**src/rtl/adder_pkg.sv**
```systemverilog
// Shared constants and stage-count helper for the segmented pipelined adder.
package adder_pkg;

    localparam int WA_DEF  = 41;
    localparam int WB_DEF  = 7;
    localparam int SEG_DEF = 14;

    // One pipeline stage per carry segment; the last segment may be narrower.
    function automatic int nstg(input int wa, input int seg);
        return (wa + seg - 1) / seg;
    endfunction

endpackage

```
**src/rtl/pipelined_seg_adder_if.sv**
```systemverilog
// Operand/result handshake bundle for pipelined_seg_adder.
interface pipelined_seg_adder_if #(
    parameter int WA = 41,
    parameter int WB = 7
) ();

    logic          in_valid;
    logic          in_ready;
    logic [WA-1:0] a;
    logic [WB-1:0] b;
    logic          b_sext;
    logic          out_valid;
    logic          out_ready;
    logic [WA:0]   sum;

    modport master (
        output in_valid, a, b, b_sext, out_ready,
        input  in_ready, out_valid, sum
    );

    modport slave (
        input  in_valid, a, b, b_sext, out_ready,
        output in_ready, out_valid, sum
    );

endinterface

```
**src/rtl/adder_seg_stage.sv**
```systemverilog
// One carry segment of the pipelined adder: adds bits K*SEG.. of the operands
// with the incoming carry and registers partial sum, operands, carry and valid.
module adder_seg_stage
    import adder_pkg::*;
#(
    parameter int WA  = WA_DEF,
    parameter int SEG = SEG_DEF,
    parameter int K   = 0
) (
    input  logic          clk,
    input  logic          rst_n,
    input  logic          adv,
    input  logic          prev_vld,
    input  logic [WA-1:0] prev_a,
    input  logic [WA-1:0] prev_bx,
    input  logic [WA:0]   prev_sum,
    input  logic          prev_c,
    output logic          vld,
    output logic [WA-1:0] a,
    output logic [WA-1:0] bx,
    output logic [WA:0]   sum,
    output logic          c
);

    localparam int LO   = K * SEG;
    localparam int W    = ((WA - LO) < SEG) ? (WA - LO) : SEG;
    localparam bit LAST = ((LO + W) == WA);

    logic [W:0]  seg_res;
    logic [WA:0] sum_nxt;

    assign seg_res = {1'b0, prev_a[LO +: W]} + {1'b0, prev_bx[LO +: W]} + {{W{1'b0}}, prev_c};

    always_comb begin
        sum_nxt           = prev_sum;
        sum_nxt[LO +: W]  = seg_res[W-1:0];
        if (LAST) sum_nxt[WA] = seg_res[W];
    end

    // Data only loads with a valid token so the output keeps the last real result.
    always_ff @(posedge clk) begin
        if (!rst_n) begin
            vld <= 1'b0;
            a   <= '0;
            bx  <= '0;
            sum <= '0;
            c   <= 1'b0;
        end else if (adv) begin
            vld <= prev_vld;
            if (prev_vld) begin
                a   <= prev_a;
                bx  <= prev_bx;
                sum <= sum_nxt;
                c   <= seg_res[W];
            end
        end
    end

endmodule

```
**src/rtl/pipelined_seg_adder.sv**
```systemverilog
// Pipelined A + ext(B) adder, one carry segment per stage, full throughput.
// Optional ADDER_XFER_CNT_EN adds a saturating 16-bit output-transfer counter.
module pipelined_seg_adder
    import adder_pkg::*;
#(
    parameter int WA  = WA_DEF,
    parameter int WB  = WB_DEF,
    parameter int SEG = SEG_DEF
) (
    input  logic clk,
    input  logic rst_n,
    pipelined_seg_adder_if.slave bus
`ifdef ADDER_XFER_CNT_EN
    ,
    output logic [15:0] xfer_cnt
`endif
);

    localparam int NSTG = nstg(WA, SEG);

    logic                  adv;
    logic [WA-1:0]         bx;
    logic [NSTG:0]         vld_pipe;
    logic [NSTG:0]         c_pipe;
    logic [NSTG:0][WA-1:0] a_pipe;
    logic [NSTG:0][WA-1:0] bx_pipe;
    logic [NSTG:0][WA:0]   sum_pipe;
    logic                  unused_tail;

    always_comb begin
        bx         = {WA{bus.b_sext & bus.b[WB-1]}};
        bx[WB-1:0] = bus.b;
    end

    // Whole pipeline moves as one; a stalled output freezes every stage.
    assign adv          = !vld_pipe[NSTG] || bus.out_ready;
    assign bus.in_ready = adv;

    assign vld_pipe[0] = bus.in_valid;
    assign a_pipe[0]   = bus.a;
    assign bx_pipe[0]  = bx;
    assign sum_pipe[0] = '0;
    assign c_pipe[0]   = 1'b0;

    for (genvar k = 0; k < NSTG; k++) begin : g_stg
        adder_seg_stage #(
            .WA  (WA),
            .SEG (SEG),
            .K   (k)
        ) u_stg (
            .clk      (clk),
            .rst_n    (rst_n),
            .adv      (adv),
            .prev_vld (vld_pipe[k]),
            .prev_a   (a_pipe[k]),
            .prev_bx  (bx_pipe[k]),
            .prev_sum (sum_pipe[k]),
            .prev_c   (c_pipe[k]),
            .vld      (vld_pipe[k+1]),
            .a        (a_pipe[k+1]),
            .bx       (bx_pipe[k+1]),
            .sum      (sum_pipe[k+1]),
            .c        (c_pipe[k+1])
        );
    end

    assign bus.out_valid = vld_pipe[NSTG];
    assign bus.sum       = sum_pipe[NSTG];

    assign unused_tail = ^{a_pipe[NSTG], bx_pipe[NSTG], c_pipe[NSTG]};

`ifdef ADDER_XFER_CNT_EN
    always_ff @(posedge clk) begin
        if (!rst_n)
            xfer_cnt <= '0;
        else if (bus.out_valid && bus.out_ready && (xfer_cnt != 16'hFFFF))
            xfer_cnt <= xfer_cnt + 16'd1;
    end
`endif

endmodule

```
**src/flat_wrapper.sv**
```systemverilog
// flat-port wrapper written by rule: the top's interface ports become plain ports
module pipelined_seg_adder_flat import adder_pkg::*;
#(
    parameter int WA  = WA_DEF,
    parameter int WB  = WB_DEF,
    parameter int SEG = SEG_DEF
)
  (clk, rst_n, bus_in_valid, bus_a, bus_b, bus_b_sext, bus_out_ready, bus_in_ready, bus_out_valid, bus_sum);
  pipelined_seg_adder_if #(.WA(WA), .WB(WB)) bus_i ();
  input  logic clk;
  input  logic rst_n;
  input wire logic [$bits(bus_i.in_valid)-1:0] bus_in_valid;
  input wire logic [$bits(bus_i.a)-1:0] bus_a;
  input wire logic [$bits(bus_i.b)-1:0] bus_b;
  input wire logic [$bits(bus_i.b_sext)-1:0] bus_b_sext;
  input wire logic [$bits(bus_i.out_ready)-1:0] bus_out_ready;
  output wire logic [$bits(bus_i.in_ready)-1:0] bus_in_ready;
  output wire logic [$bits(bus_i.out_valid)-1:0] bus_out_valid;
  output wire logic [$bits(bus_i.sum)-1:0] bus_sum;
  assign bus_i.in_valid = bus_in_valid;
  assign bus_i.a = bus_a;
  assign bus_i.b = bus_b;
  assign bus_i.b_sext = bus_b_sext;
  assign bus_i.out_ready = bus_out_ready;
  assign bus_in_ready = bus_i.in_ready;
  assign bus_out_valid = bus_i.out_valid;
  assign bus_sum = bus_i.sum;
  pipelined_seg_adder #(.WA(WA), .WB(WB), .SEG(SEG)) u_core (.clk(clk), .rst_n(rst_n), .bus(bus_i));
endmodule
```
**config.mk**
```make
export PLATFORM = sky130hd
export DESIGN_NAME = pipelined_seg_adder_flat
export DESIGN_NICKNAME = d
export VERILOG_FILES = /design/src/rtl/adder_pkg.sv /design/src/rtl/pipelined_seg_adder_if.sv /design/src/rtl/adder_seg_stage.sv /design/src/rtl/pipelined_seg_adder.sv /design/src/flat_wrapper.sv
export SDC_FILE = /design/constraint.sdc
export NUM_CORES = 1
export LEC_CHECK = 0
export ABC_AREA = 1
export BUFFER_PORTS_ARGS = -buffer_cell sky130_fd_sc_hd__buf_4
export CORE_ASPECT_RATIO = 1.5
export CORE_MARGIN = 1
export CORE_UTILIZATION = 25
export DETAILED_ROUTE_END_ITERATION = 6
export SLEW_MARGIN = 5
export SYNTH_ARGS = -nofsm -noshare
export SYNTH_HDL_FRONTEND = slang
export SYNTH_SLANG_ARGS = --single-unit
```
**constraint.sdc**
```tcl
create_clock -name clk -period 2.7 [get_ports clk]
set_clock_uncertainty 0.05 [all_clocks]
set_input_delay 0.27 -clock clk [delete_from_list [all_inputs] [get_ports clk]]
set_output_delay 0.27 -clock clk [all_outputs]
set_load 0.02 [all_outputs]
```
==> results summary, run 1 <==
The run finished with clean final reports. The clock network fraction of design power came out at 0.432. The aggregate negative setup slack came out at 0 ns. The critical-path maximum fanout is 3. Yosys instantiated no cell more often than sky130_fd_sc_hd__nor2_1. After detailed routing, the number of remaining DRC violations is 0. The worst hold-check path type is in2reg.

The main flop type after synthesis is sky130_fd_sc_hd__dfxtp_1. Measured in cells, the most critical reg-to-reg path has a length of 12. The TritonCTS buffer count came out at 17. The number of enable-type register cells in the synthesized netlist came out at 0. The count of buffers inserted at the top-level ports is 96. The portion of total power attributed to combinational logic came out at 0.163. The count of final hold-check violations is 0. The instance count along the most critical hold path came out at 3.

On the worst path, the slowest cell contributes a delay of 0.46 ns. The category of the critical setup timing path is reg2reg. The internal power is 3.773 mW. The total overflow reported by the global router came out at 0. After floorplanning, the core was divided into 72 placement rows. Clock latency on the worst-skew pair, taken at its later pin, is 0.43 ns.

The top cell type by total area after synthesis is sky130_fd_sc_hd__dfxtp_1. The sequential element share of the synthesized area is 0.3986. The synthesized area divided by synthesized cell count came out at 7.075 µm². 97 I/O pins were placed. After detailed routing, the total wire length is 17.46 mm. Dividing the detail-routed wire length by the instance count gives 12.82 µm.

Across the run, the number of max-cap violations was 0. The sort of element at the end of the critical path is a flop. Counting every net in the synthesized netlist gives 1021.

The via count of the routed design came out at 6000. The number of cells on the critical path is 12. The post-placement setup slack came out at 0.5395 ns. The top cell type's share of synthesized area is 0.3986. Yosys printed 0 warnings. Across the VDD grid, the largest voltage drop is 0.4389 mV. The setup-violating endpoint count in the final report is 0. The die is 200.7 µm tall.

The number of max-slew violations in the final report came out at 0. The detailed placer's ending HPWL is 12.78 mm. The total area inside the core boundary comes to 25850 µm². The cell family with the largest share of critical-path delay is adder cells. Summed over all cells, the static leakage comes to 4.048 nW. The number of diodes is 0. The overall fraction of global-route tracks in use is 0.1354. The post-layout net count is 1107. The starting utilization of the core area came out at 0.2545. The switching share of power came out at 0.2871. The number of antenna violations at the first check in global routing came out at 0.

The post-CTS clock slew at the launch and capture registers of the worst setup and hold paths is 0.06 ns. The power density over the cells came out at 641.5 nW/µm². Walking the worst path, the cells encountered are fa_1 > fa_1 > nand3_1 > nand3_1 > nand4_1 > nand2_1 > nand2_1 > nand2_1 > nand2_1 > nand3_1 > nand2_1 > inv_1. Dividing the final minimum period by the clock period gives 0.8050.

Using the TritonRoute via totals, the vias-per-cell ratio works out to 4.405. The H-tree was split into 4 levels. The TritonCTS clock tree is done.

The number of detailed-route iterations in the first pass came out at 4. The fraction of layout cells with a size suffix above 1 is 0.1603. By area the synthesized netlist is led by sky130_fd_sc_hd__dfxtp_1, sky130_fd_sc_hd__nor2_1, sky130_fd_sc_hd__o21ai_0, sky130_fd_sc_hd__ha_1, sky130_fd_sc_hd__nand2_1.

The die footprint is 26990 µm². The clock passes through at most 2 buffers. The proportion of register bits with asynchronous set or reset after synthesis is 0. The relative area change from synthesis to final layout came out at 25.39%. The clock period could shrink to 2.173 ns. The arrival time at the worst endpoint is 2.45 ns. The count of clock tree sinks came out at 131. The total power came out at 5.293 mW. Setup repair after global routing left no endpoint under its margin. The remaining number of nets flagged by the antenna check after routing came out at 0. For this run, the share of the core covered by cells in the final layout is 0.3191. The count of buffers added by post-CTS timing repair for setup is 0.

The share of total power dissipated in sequential elements is 0.405. At the pin with the least slew margin, the transition time is 0.8990 ns. Counting flops and latches in the post-synthesis netlist gives 131.

On the critical path, the stage with the largest delay is an instance of sky130_fd_sc_hd__fa_1. The number of buffers and inverters on the critical path is 1. The cell type with the highest occurrence count on the critical path is sky130_fd_sc_hd__nand2_1. The first global-routing pass estimated 28.90 mm of wire. The worst hold slack after final layout came out at 0.05430 ns. The synthesized instance count is 930. The headroom to the max-slew limit came out at 0.3998. In this run the clock root is driven by a sky130_fd_sc_hd__clkbuf_16. The weighted congestion reported at the end of routability-driven placement came out at 0.8710. The mapped cell area is 6580 µm². STA puts the critical path data required time at 2.97 ns. The count of cells resized by post-cts repair is 0.

The number of global-route vias before repair was 5899. The worst setup path is launched from a flop. Summed over all nets, the switching power comes to 1.520 mW. The number of buffers added to fix hold violations after cts is 0. The number of unique standard cell types used by synthesis is 37. From left edge to right edge, the die measures 134.5 µm. The achievable clock frequency is 460.1 MHz.

The commonest cells after synthesis are sky130_fd_sc_hd__nor2_1, sky130_fd_sc_hd__dfxtp_1, sky130_fd_sc_hd__o21ai_0. The largest net degree at the start of global routing came out at 58. The initial DRC count came out at 266. In the post-route analysis, the smallest setup slack over all paths is 0.5266 ns.
placed cells by master (no fill, tap or decap), types with 3 or more instances in the layout:
cell                         count
sky130_fd_sc_hd__inv_6           4
sky130_fd_sc_hd__dfxtp_1       131
sky130_fd_sc_hd__nor2_1        248
sky130_fd_sc_hd__fa_1            5
sky130_fd_sc_hd__nand3_1        42
sky130_fd_sc_hd__clkinvlp_4      5
sky130_fd_sc_hd__buf_4         103
sky130_fd_sc_hd__xnor2_1         6
sky130_fd_sc_hd__nand2_2         6
sky130_fd_sc_hd__clkbuf_16      17
sky130_fd_sc_hd__or2_2           4
sky130_fd_sc_hd__a21o_1          6
sky130_fd_sc_hd__inv_1          76
sky130_fd_sc_hd__xor2_1         16
sky130_fd_sc_hd__nor2_4          3
sky130_fd_sc_hd__nand4_1         5
sky130_fd_sc_hd__o211ai_1        4
sky130_fd_sc_hd__nand2_4         6
sky130_fd_sc_hd__ha_1           33
sky130_fd_sc_hd__inv_2           5
sky130_fd_sc_hd__a21oi_1        44
sky130_fd_sc_hd__clkinv_2        3
sky130_fd_sc_hd__o21ai_0       125
sky130_fd_sc_hd__nand2_1       103
sky130_fd_sc_hd__o21bai_1        3
per-stage QoR:
step	cell area [µm²]	std cells
2_1_floorplan	6580	930
3_3_place_gp	7670	1330
3_5_place_dp	7670	1330
4_1_cts	8250	1362
5_1_grt	8250	1362
6_report	8250	1362
kinds of logic after synthesis:
| kind of cell | after synthesis | synth area share |
|---|---|---|
| compound gates | 191 | 0.1534 |
| xor+xnor | 22 | 0.02928 |
| fa+ha+maj | 38 | 0.07796 |
| buf+inv | 122 | 0.07092 |
| flops | 131 | 0.3986 |
| simple gates | 426 | 0.2698 |
per-layer routing:
metal	global-route usage	share of wire	vias up
met3	0.02374	0.034	30
met2	0.2441	0.50	111
li1	-	-	3167
met5	0	0	-
met4	0.06019	0.026	0
met1	0.1535	0.44	2692
worst register-to-register path: stages (launching register included):
cell and delay (ns):
sky130_fd_sc_hd__dfxtp_1 0.33, sky130_fd_sc_hd__fa_1 0.46, sky130_fd_sc_hd__fa_1 0.44, sky130_fd_sc_hd__nand3_1 0.11
sky130_fd_sc_hd__nand3_1 0.12, sky130_fd_sc_hd__nand4_1 0.10, sky130_fd_sc_hd__nand2_1 0.08, sky130_fd_sc_hd__nand2_1 0.09
sky130_fd_sc_hd__nand2_1 0.06, sky130_fd_sc_hd__nand2_1 0.06, sky130_fd_sc_hd__nand3_1 0.06, sky130_fd_sc_hd__nand2_1 0.09
sky130_fd_sc_hd__inv_1 0.03
power groups by stage:
| stage | Sequential (mW) | Combinational, mW | Clock [mW] |
|---|---|---|---|
| final | 2.14 | 0.862 | 2.29 |
| after global routing | 2.16 | 0.980 | 2.44 |
| after CTS | 2.14 | 0.875 | 2.35 |
| after detailed placement | 2.19 | 0.870 | 0 |
| after global placement | 2.18 | 0.863 | 0 |
| after floorplan | 2.21 | 0.534 | 0 |
registers in the layout, indices dropped and copies added (netlist names):
signal	cells
u_core.g_stg.u_stg.a	40
u_core.g_stg.u_stg.bx	2
u_core.g_stg.u_stg.c	2
u_core.g_stg.u_stg.sum	84
u_core.g_stg.u_stg.vld	3
final timing paths:
check | start | slack, ns | to
max reg2reg | u_core.g_stg[0].u_stg.c$_SDFFE_PN0P_ | 0.53 | u_core.g_stg[1].u_stg.sum[26]$_SDFFE_PN0P_
max | u_core.g_stg[0].u_stg.c$_SDFFE_PN0P_ | 0.53 | u_core.g_stg[1].u_stg.sum[26]$_SDFFE_PN0P_
min | bus_a[38] | 0.05 | u_core.g_stg[0].u_stg.a[38]$_SDFFE_PN0P_
min reg2reg | u_core.g_stg[0].u_stg.vld$_SDFFE_PN0N_ | 0.41 | u_core.g_stg[0].u_stg.vld$_SDFFE_PN0N_
cell type report:
cell class | count | area (µm²)
fill | 2815 | 17600
timing repair buffer | 105 | 813.3
sequential | 131 | 2623
inverter | 84 | 319.1
clock buffer | 18 | 429.2
tap | 333 | 416.7
multi-input combinational | 677 | 3498
clock inverter | 14 | 151.4
Power figures use the tool's default switching activity.
==> run 2: changes to the inputs <==
- clock period: 2.7 -> 1.76 ns (I/O delays scaled with it)
==> run 2 against run 1 <==
  * The flow now finishes with violations (negative setup slack)
  * First-iteration DRC count down 11%
  * Clock-buffer cell count decreased by 1
  * Power rose by 63%
  * Sequential power increased by 55%
  * Worst hold slack got worse by 0.035 ns
  * Non-clock buffer count increased by 85
==> results summary, run 2 (same netlist as run 1, synthesis figures left out) <==
The maximum root-to-sink buffer count is 2. The final reports fail on negative setup slack. The tree is rooted in a sky130_fd_sc_hd__clkbuf_16. The register with the most flip-flops in the final layout is u_core.g_stg.u_stg.sum. Of the total power, combinational logic draws 0.202. The post-CTS clock slew at the launch and capture registers of the worst setup and hold paths came out at 0.07 ns. The internal power came out at 6.120 mW. The average wire per cell in the routed design came out at 12.83 µm.

The initial DRC count came out at 238. In this run the worst hold path is classified as in2reg. Of the total power, the share spent switching nets is 0.2926. The critical-path maximum fanout came out at 4. Input and output buffers added on the ports amount to 96. The final layout contains routed wiring with a total length of 18.57 mm. The instance area at placement came out at 8163 µm². The largest registers in the layout are u_core.g_stg.u_stg.sum: 84 flops, u_core.g_stg.u_stg.a: 40 flops, u_core.g_stg.u_stg.vld: 3 flops. STA classifies the critical path startpoint as a flop.

The headroom to the max-slew limit came out at 0.6987. The relative area change from synthesis to final layout came out at 47.46%. The number of top-level pins came out at 97. The commonest non-fill, non-tap cell in the layout is sky130_fd_sc_hd__nor2_1. The aggregate negative setup slack is -1.500 ns.

The reported leakage power is 4.571 nW. The setup-violating endpoint count in the final report is 19. For this design the ratio of total power to cell area is 891.7 nW/µm².

Setup repair after global routing could not meet its margin everywhere. The minimum setup slack in the final design is -0.1656 ns. The starting utilization of the core area came out at 0.2545. The H-tree was split into 4 levels. The worst-skew pair later-pin latency came out at 0.42 ns. The count of max-cap constraint violations came out at 0. The area used by multi-input combinational logic came out at 4136 µm². The first global-routing pass estimated 30.62 mm of wire. Summed over all layers, the global routing overflow is 0. The number of diodes is 0.

The remaining number of nets flagged by the antenna check after routing came out at 0. STA puts the critical path data required time at 2.03 ns. The count of final hold-check violations came out at 0. The transition time at the pin with the least slew margin came out at 0.4472 ns. The weighted congestion reported at the end of routability-driven placement is 0.8505. The final period utilization came out at 1.094. The total DRC errors in the routed layout came out at 0. The die is 200.7 µm tall. The arrival time at the worst endpoint came out at 2.20 ns. The area of the placeable core came out at 25850 µm². The number of global-route vias before repair is 6370.

The largest net degree at the start of global routing is 46. The post-layout net count came out at 1192. The post-route cell area is 9703 µm². Of the total power, the clock network draws 0.416. The sequential cell area in the final layout is 2633 µm². In the global route stage, overall resource usage came out at 0.1423. STA classifies the critical path endpoint as a flop.

The detailed-route vias per instance came out at 4.380. The routed layout has 6338 vias. In the layout the commonest cells are sky130_fd_sc_hd__nor2_1, sky130_fd_sc_hd__buf_4, sky130_fd_sc_hd__dfxtp_1.

The category of the critical setup timing path is reg2reg. The placement row count came out at 72. The count of clock tree sinks came out at 131. TritonCTS built the clock tree. The highest ir drop seen on vdd is 0.6695 mV. The final core area utilization is 0.3753. The first detailed-routing pass ran for 4 iterations. The final period demand of the worst path came out at 1.926 ns.

The fraction of layout cells with a size suffix above 1 came out at 0.2971. The number of antenna violations at the first check in global routing came out at 0. The number of max-slew violations in the final report is 0. Once detailed placement completed, the half-perimeter wirelength came to 13.51 mm. The width of the chip came out at 134.5 µm. The achievable clock frequency is 519.3 MHz.

Of the total power, registers draw 0.382. The TritonCTS buffer count came out at 17. The filler cell count in the final layout is 2659. The register with the most flip-flops in the layout has 84 of them. The die footprint is 26990 µm². The flow ran to the end, but the final reports show violations. The net switching power of the design is 2.532 mW.
run 2: cell count changes in the layout (fill, tap and decap cells not counted), sizes merged:
cell,previous run,this run
clkinvlp,5,1
buf,105,169
inv,86,88
clkinv,5,8
dlygate4sd3,0,21
clkbuf,18,17
run 2: metal layers:
metal  vias up  wire length (µm)  GRT usage
met1      2865              7942     0.1593
li1       3349                 -          -
met4         0               457    0.06340
met3        30               500    0.02020
met2        94              9670     0.2622
met5         -                 0          0
run 2: final cells by class:
cell class                      instances  area share
Multi-Input combinational cell        677      0.4263
Sequential cell                       131      0.2713
Timing Repair Buffer                  190      0.1643
Clock buffer                           17     0.04384
Tap cell                              333     0.04294
Inverter                               84     0.03327
Clock inverter                         15     0.01805
run 2: critical path, stage by stage, from the launching register on:
cell                      delay (ns)
sky130_fd_sc_hd__dfxtp_2        0.33
sky130_fd_sc_hd__fa_2           0.40
sky130_fd_sc_hd__inv_2          0.07
sky130_fd_sc_hd__fa_2           0.22
sky130_fd_sc_hd__inv_2          0.04
sky130_fd_sc_hd__nand3_2        0.07
sky130_fd_sc_hd__nand2_4        0.08
sky130_fd_sc_hd__nand3_2        0.09
sky130_fd_sc_hd__nand2_2        0.06
sky130_fd_sc_hd__buf_4          0.13
sky130_fd_sc_hd__xor2_1         0.13
sky130_fd_sc_hd__o21ai_1        0.11
sky130_fd_sc_hd__inv_1          0.05
run 2: power groups by stage:
| stage | Sequential, mW | Combinational, mW | Clock (mW) |
|---|---|---|---|
| global route | 3.33 | 1.95 | 3.82 |
| detailed placement | 3.36 | 1.50 | 0 |
| floorplan | 3.40 | 0.830 | 0 |
| global placement | 3.35 | 1.49 | 0 |
| finish | 3.31 | 1.75 | 3.60 |
| CTS | 3.31 | 1.67 | 3.68 |
run 2: metrics by stage:
step | hold WS (ns) | total power [mW] | cells | setup slack [ns]
2_1_floorplan | 0.2927 | 4.226 | 930 | -0.1443
4_1_cts | 0.03885 | 8.653 | 1440 | -0.2014
3_5_place_dp | 0.3864 | 4.861 | 1383 | -0.1949
3_3_place_gp | 0.3768 | 4.848 | 1383 | -0.1947
5_1_grt | 0.02986 | 9.103 | 1447 | -0.2758
6_report | 0.01947 | 8.652 | 1447 | -0.1656
run 2: final timing paths:
path                            depth (start not counted)                                         end  slack [ns]                                  startpoint
worst max-delay path                                   12  u_core.g_stg[2].u_stg.sum[34]$_SDFFE_PN0P_       -0.17        u_core.g_stg[1].u_stg.c$_SDFFE_PN0P_
worst min-delay path                                    3    u_core.g_stg[0].u_stg.a[16]$_SDFFE_PN0P_        0.02                                   bus_a[16]
worst max register to register                         12  u_core.g_stg[2].u_stg.sum[34]$_SDFFE_PN0P_       -0.17        u_core.g_stg[1].u_stg.c$_SDFFE_PN0P_
worst min register to register                          2  u_core.g_stg[1].u_stg.sum[13]$_SDFFE_PN0P_        0.41  u_core.g_stg[0].u_stg.sum[13]$_SDFFE_PN0P_
run 2: what timing repair did:
action	in CTS	in global routing
gates cloned	0	0
pin swaps	17	31
endpoints found under the hold margin	21	0
resized for setup	68	64
setup endpoints to repair	24	24
hold buffers	21	0
setup buffers	4	9
==> run 3: changes to the inputs <==
- ABC_AREA: 1 -> 0
==> run 3 against run 2 <==
  * The flow still finishes with violations (negative setup slack)
  * Critical path depth is 4 lower
  * Sequential power is 5% lower
  * Fmax is 12% lower
  * Synthesized area is 4.2% lower
  * Sequential share of layout area is 0.55 points higher
  * Global-route usage is 0.085 points lower
  * Clock power is 11% lower
  * Synthesized cell count is 14% lower
  * Register-to-register slack worse by 0.25 ns
  * Highest routed layer unchanged
==> results summary, run 3 <==
The fraction of layout cells with a size suffix above 1 is 0.3100. The cell family with the largest share of critical-path delay is adder cells. The die footprint came out at 25870 µm².

After floorplanning, the core was divided into 70 placement rows. The number of synthesized register bits is 131. Counting every net in the synthesized netlist gives 892. In this run the deepest clock path goes through 2 buffers. The number of global-route vias before repair was 6064. The total overflow reported by the global router is 0. The flow ran to the end, but the final reports show violations. The repair_antennas step left the layout with diodes totalling 0. Dividing the detail-routed via count by the number of cells gives 4.675. The worst-skew pair later-pin latency came out at 0.42 ns.

In this run the clock root is driven by a sky130_fd_sc_hd__clkbuf_16. After synthesis, the cell types taking the most area are sky130_fd_sc_hd__dfxtp_1, sky130_fd_sc_hd__nand2_1, sky130_fd_sc_hd__a21oi_1, sky130_fd_sc_hd__ha_1, sky130_fd_sc_hd__clkbuf_1. The cell total after placement is 1271. The number of detailed-route iterations in the first pass is 4. In this run the horizontal extent of the chip is 131.7 µm. The number of unique standard cell types used by synthesis came out at 58.

In the layout the commonest cells are sky130_fd_sc_hd__nand2_1, sky130_fd_sc_hd__buf_4, sky130_fd_sc_hd__dfxtp_1. The starting utilization of the core area is 0.2561. The worst hold path belongs to the class in2reg. The count of non-filler cells in the finished layout came out at 1337. At the worst endpoint, the required time is 2.01 ns. The final wirelength came out at 18.39 mm.

u_core.g_stg.u_stg.sum holds more flip-flops than any other register. The number of top-level pins came out at 97. The first-pass GRT wire length came out at 29.41 mm.

The transition time at the pin with the least slew margin came out at 0.4905 ns. The slowest stage of the critical path is the sky130_fd_sc_hd__fa_2 cell. The post-CTS clock slew at the launch and capture registers of the worst setup and hold paths is 0.05 ns. The initial DRC count came out at 257.

The maximum single-stage delay on the critical path is 0.41 ns. The TritonCTS clock tree is done. The number of enable-type register cells in the synthesized netlist is 0. Walking the worst path, the cells encountered are fa_2 > fa_2 > a211oi_2 > o21bai_1 > a21oi_2 > o31ai_2 > nor2_1 > o211ai_1.

The final reports fail on negative setup slack. The number of warnings issued by yosys came out at 0. The CTS H-tree depth came out at 4.

For this run, the register share of the synthesized area comes to 0.4160. The routed design could run at a clock period as short as 2.176 ns. Setup repair after global routing could not meet its margin everywhere. The weighted congestion reported at the end of routability-driven placement is 0.8862. Power spread over the standard cell area amounts to 779.1 nW/µm². The relative area change from synthesis to final layout is 50.85%.

The overall fraction of global-route tracks in use came out at 0.1415. After layout, the worst setup slack is -0.4163 ns. In the final layout, the registers with the most flip-flops are u_core.g_stg.u_stg.sum: 84 flops, u_core.g_stg.u_stg.a: 40 flops, u_core.g_stg.u_stg.vld: 3 flops. Leaving out fill and tap cells, the most frequent cell in the layout is sky130_fd_sc_hd__nand2_1. In this design, the critical path's most frequently occurring cell is sky130_fd_sc_hd__fa_2.

After detailed routing, the average wire length per cell comes to 13.75 µm. Port buffering added 96 buffers. The top cell type's share of synthesized area came out at 0.4160. The post-placement setup slack is -0.4614 ns. Yosys instantiated no cell more often than sky130_fd_sc_hd__nand2_1. sky130_fd_sc_hd__dfxtp_1 takes more of the synthesized area than any other cell. Among all flip-flop cells after synthesis, the most frequent one is sky130_fd_sc_hd__dfxtp_1. The count of clock tree sinks is 131. The proportion of register bits with asynchronous set or reset after synthesis is 0.

The post-layout net count is 1094. The worst-case IR drop observed on VDD is 0.6843 mV. The setup-violating endpoint count in the final report came out at 21. Counting instances in the post-synthesis netlist gives the leading cell types as sky130_fd_sc_hd__nand2_1, sky130_fd_sc_hd__dfxtp_1, sky130_fd_sc_hd__a21oi_1.

Dividing the synthesized area by the synthesized cell count gives 7.870 µm². The detailed placer's ending HPWL is 13.13 mm. For this run, design rule violations remaining after detail routing come to 0. The mapped cell area is 6304 µm².

The flip-flop count of the largest register after layout is 84. The count of max-cap constraint violations came out at 0. The final period utilization came out at 1.237. The number of max-slew violations in the final report is 0. Once detail routing completed, the nets flagged for antenna violations numbered 0.

The filler cell count in the final layout came out at 2499. The area of the placeable core came out at 24610 µm². The count of final hold-check violations came out at 0. The critical-path maximum fanout came out at 3.

The number of antenna violations at the first check in global routing came out at 0. Summing all multi-input logic gate instances after layout gives 3983 µm². The achievable clock frequency is 459.5 MHz. The TritonCTS buffer count is 17. The critical path in this run is classified as reg2reg.

The synthesized instance count came out at 801. The number of buffers and inverters on the critical path came out at 0. The via count of the routed design is 6251.

STA classifies the critical path endpoint as a flop. The largest net degree at the start of global routing is 65. The height of the die came out at 196.5 µm.

STA classifies the critical path startpoint as a flop. The headroom to the max-slew limit came out at 0.6730. The arrival time at the worst endpoint came out at 2.43 ns. The sequential cell area in the final layout came out at 2633 µm². In this run the static leakage power is 3.767 nW.
-- run 3: cell count changes after synthesis, sizes merged, moves of 13 or more --
cell	change
nand2	+101
nand3	-13
a21oi	+73
nor2	-219
clkbuf	+13
o21ai	-106
inv	-71
-- run 3: final cells by class --
cell class                 instances  area share
clock buffer                      22     0.04776
sequential                       131      0.2768
clock inverter                     7    0.006447
inverter                          11    0.004474
multi-input combinational        608      0.4188
timing repair buffer             234      0.2030
tap                              324     0.04263
-- run 3: kinds of logic (layout without fill, tap and decap cells) --
family	count (synthesis)	after routing	synth area share
xor+xnor	14	14	0.01945
buf+inv	62	274	0.03732
simple gates	347	347	0.2438
flops	131	131	0.4160
compound gates	207	207	0.1989
mux	2	2	0.003176
fa+ha+maj	38	38	0.08138
-- run 3: timing repair --
item	4_1_cts	5_1_grt
hold buffers	26	0
pin swaps	34	36
gates cloned	0	0
endpoints found under the setup margin	22	54
resized for setup	39	47
endpoints found under the hold margin	26	0
buffers inserted	9	5
-- run 3: worst min-delay path: cells and delay by family --
kind	cells	cell delay, ns
AO/OA/AOI/OAI	1	0.12
buffers and inverters	1	0.08
AND/OR/NAND/NOR	1	0.06
-- run 3: layer usage --
metal | global-route usage | vias to the layer above | wire length, µm
met1 | 0.1645 | 2876 | 7821
li1 | - | 3203 | -
met5 | 0 | - | 0
met4 | 0.06072 | 0 | 504
met2 | 0.2534 | 134 | 9546
met3 | 0.02443 | 38 | 515
-- run 3: metrics by stage --
| step | hold WS, ns | power (mW) | TNS [ns] | area, µm² | util |
|---|---|---|---|---|---|
| after floorplan | 0.2620 | 3.718 | -3.637 | 6446 | - |
| after global placement | 0.3805 | 4.140 | -7.833 | 8193 | 0.3329 |
| after detailed placement | 0.3853 | 4.157 | -8.742 | 8193 | 0.3329 |
| after CTS | 0.0001965 | 7.427 | -5.644 | 9231 | 0.3751 |
| after global routing | 0.01106 | 7.721 | -7.703 | 9509 | 0.3864 |
| final | 0.003972 | 7.408 | -5.558 | 9509 | 0.3864 |
-- run 3: power by group --
part,leakage (nW),switching (mW),internal [mW]
clock,0.260,1.27,1.94
sequential,1.07,0.0668,3.08
combinational,2.44,0.535,0.517
-- run 3: path summary, 6_finish.rpt --
| path | start | to | slack, ns | cells past startpoint |
|---|---|---|---|---|
| max reg2reg | u_core.g_stg[0].u_stg.c$_SDFFE_PN0P_ | u_core.g_stg[1].u_stg.c$_SDFFE_PN0P_ | -0.42 | 8 |
| min | bus_a[28] | u_core.g_stg[0].u_stg.a[28]$_SDFFE_PN0P_ | 0.004 | 3 |
| max | u_core.g_stg[0].u_stg.c$_SDFFE_PN0P_ | u_core.g_stg[1].u_stg.c$_SDFFE_PN0P_ | -0.42 | 8 |
| min reg2reg | u_core.g_stg[0].u_stg.a[40]$_SDFFE_PN0P_ | u_core.g_stg[1].u_stg.a[40]$_SDFFE_PN0P_ | 0.39 | 2 |
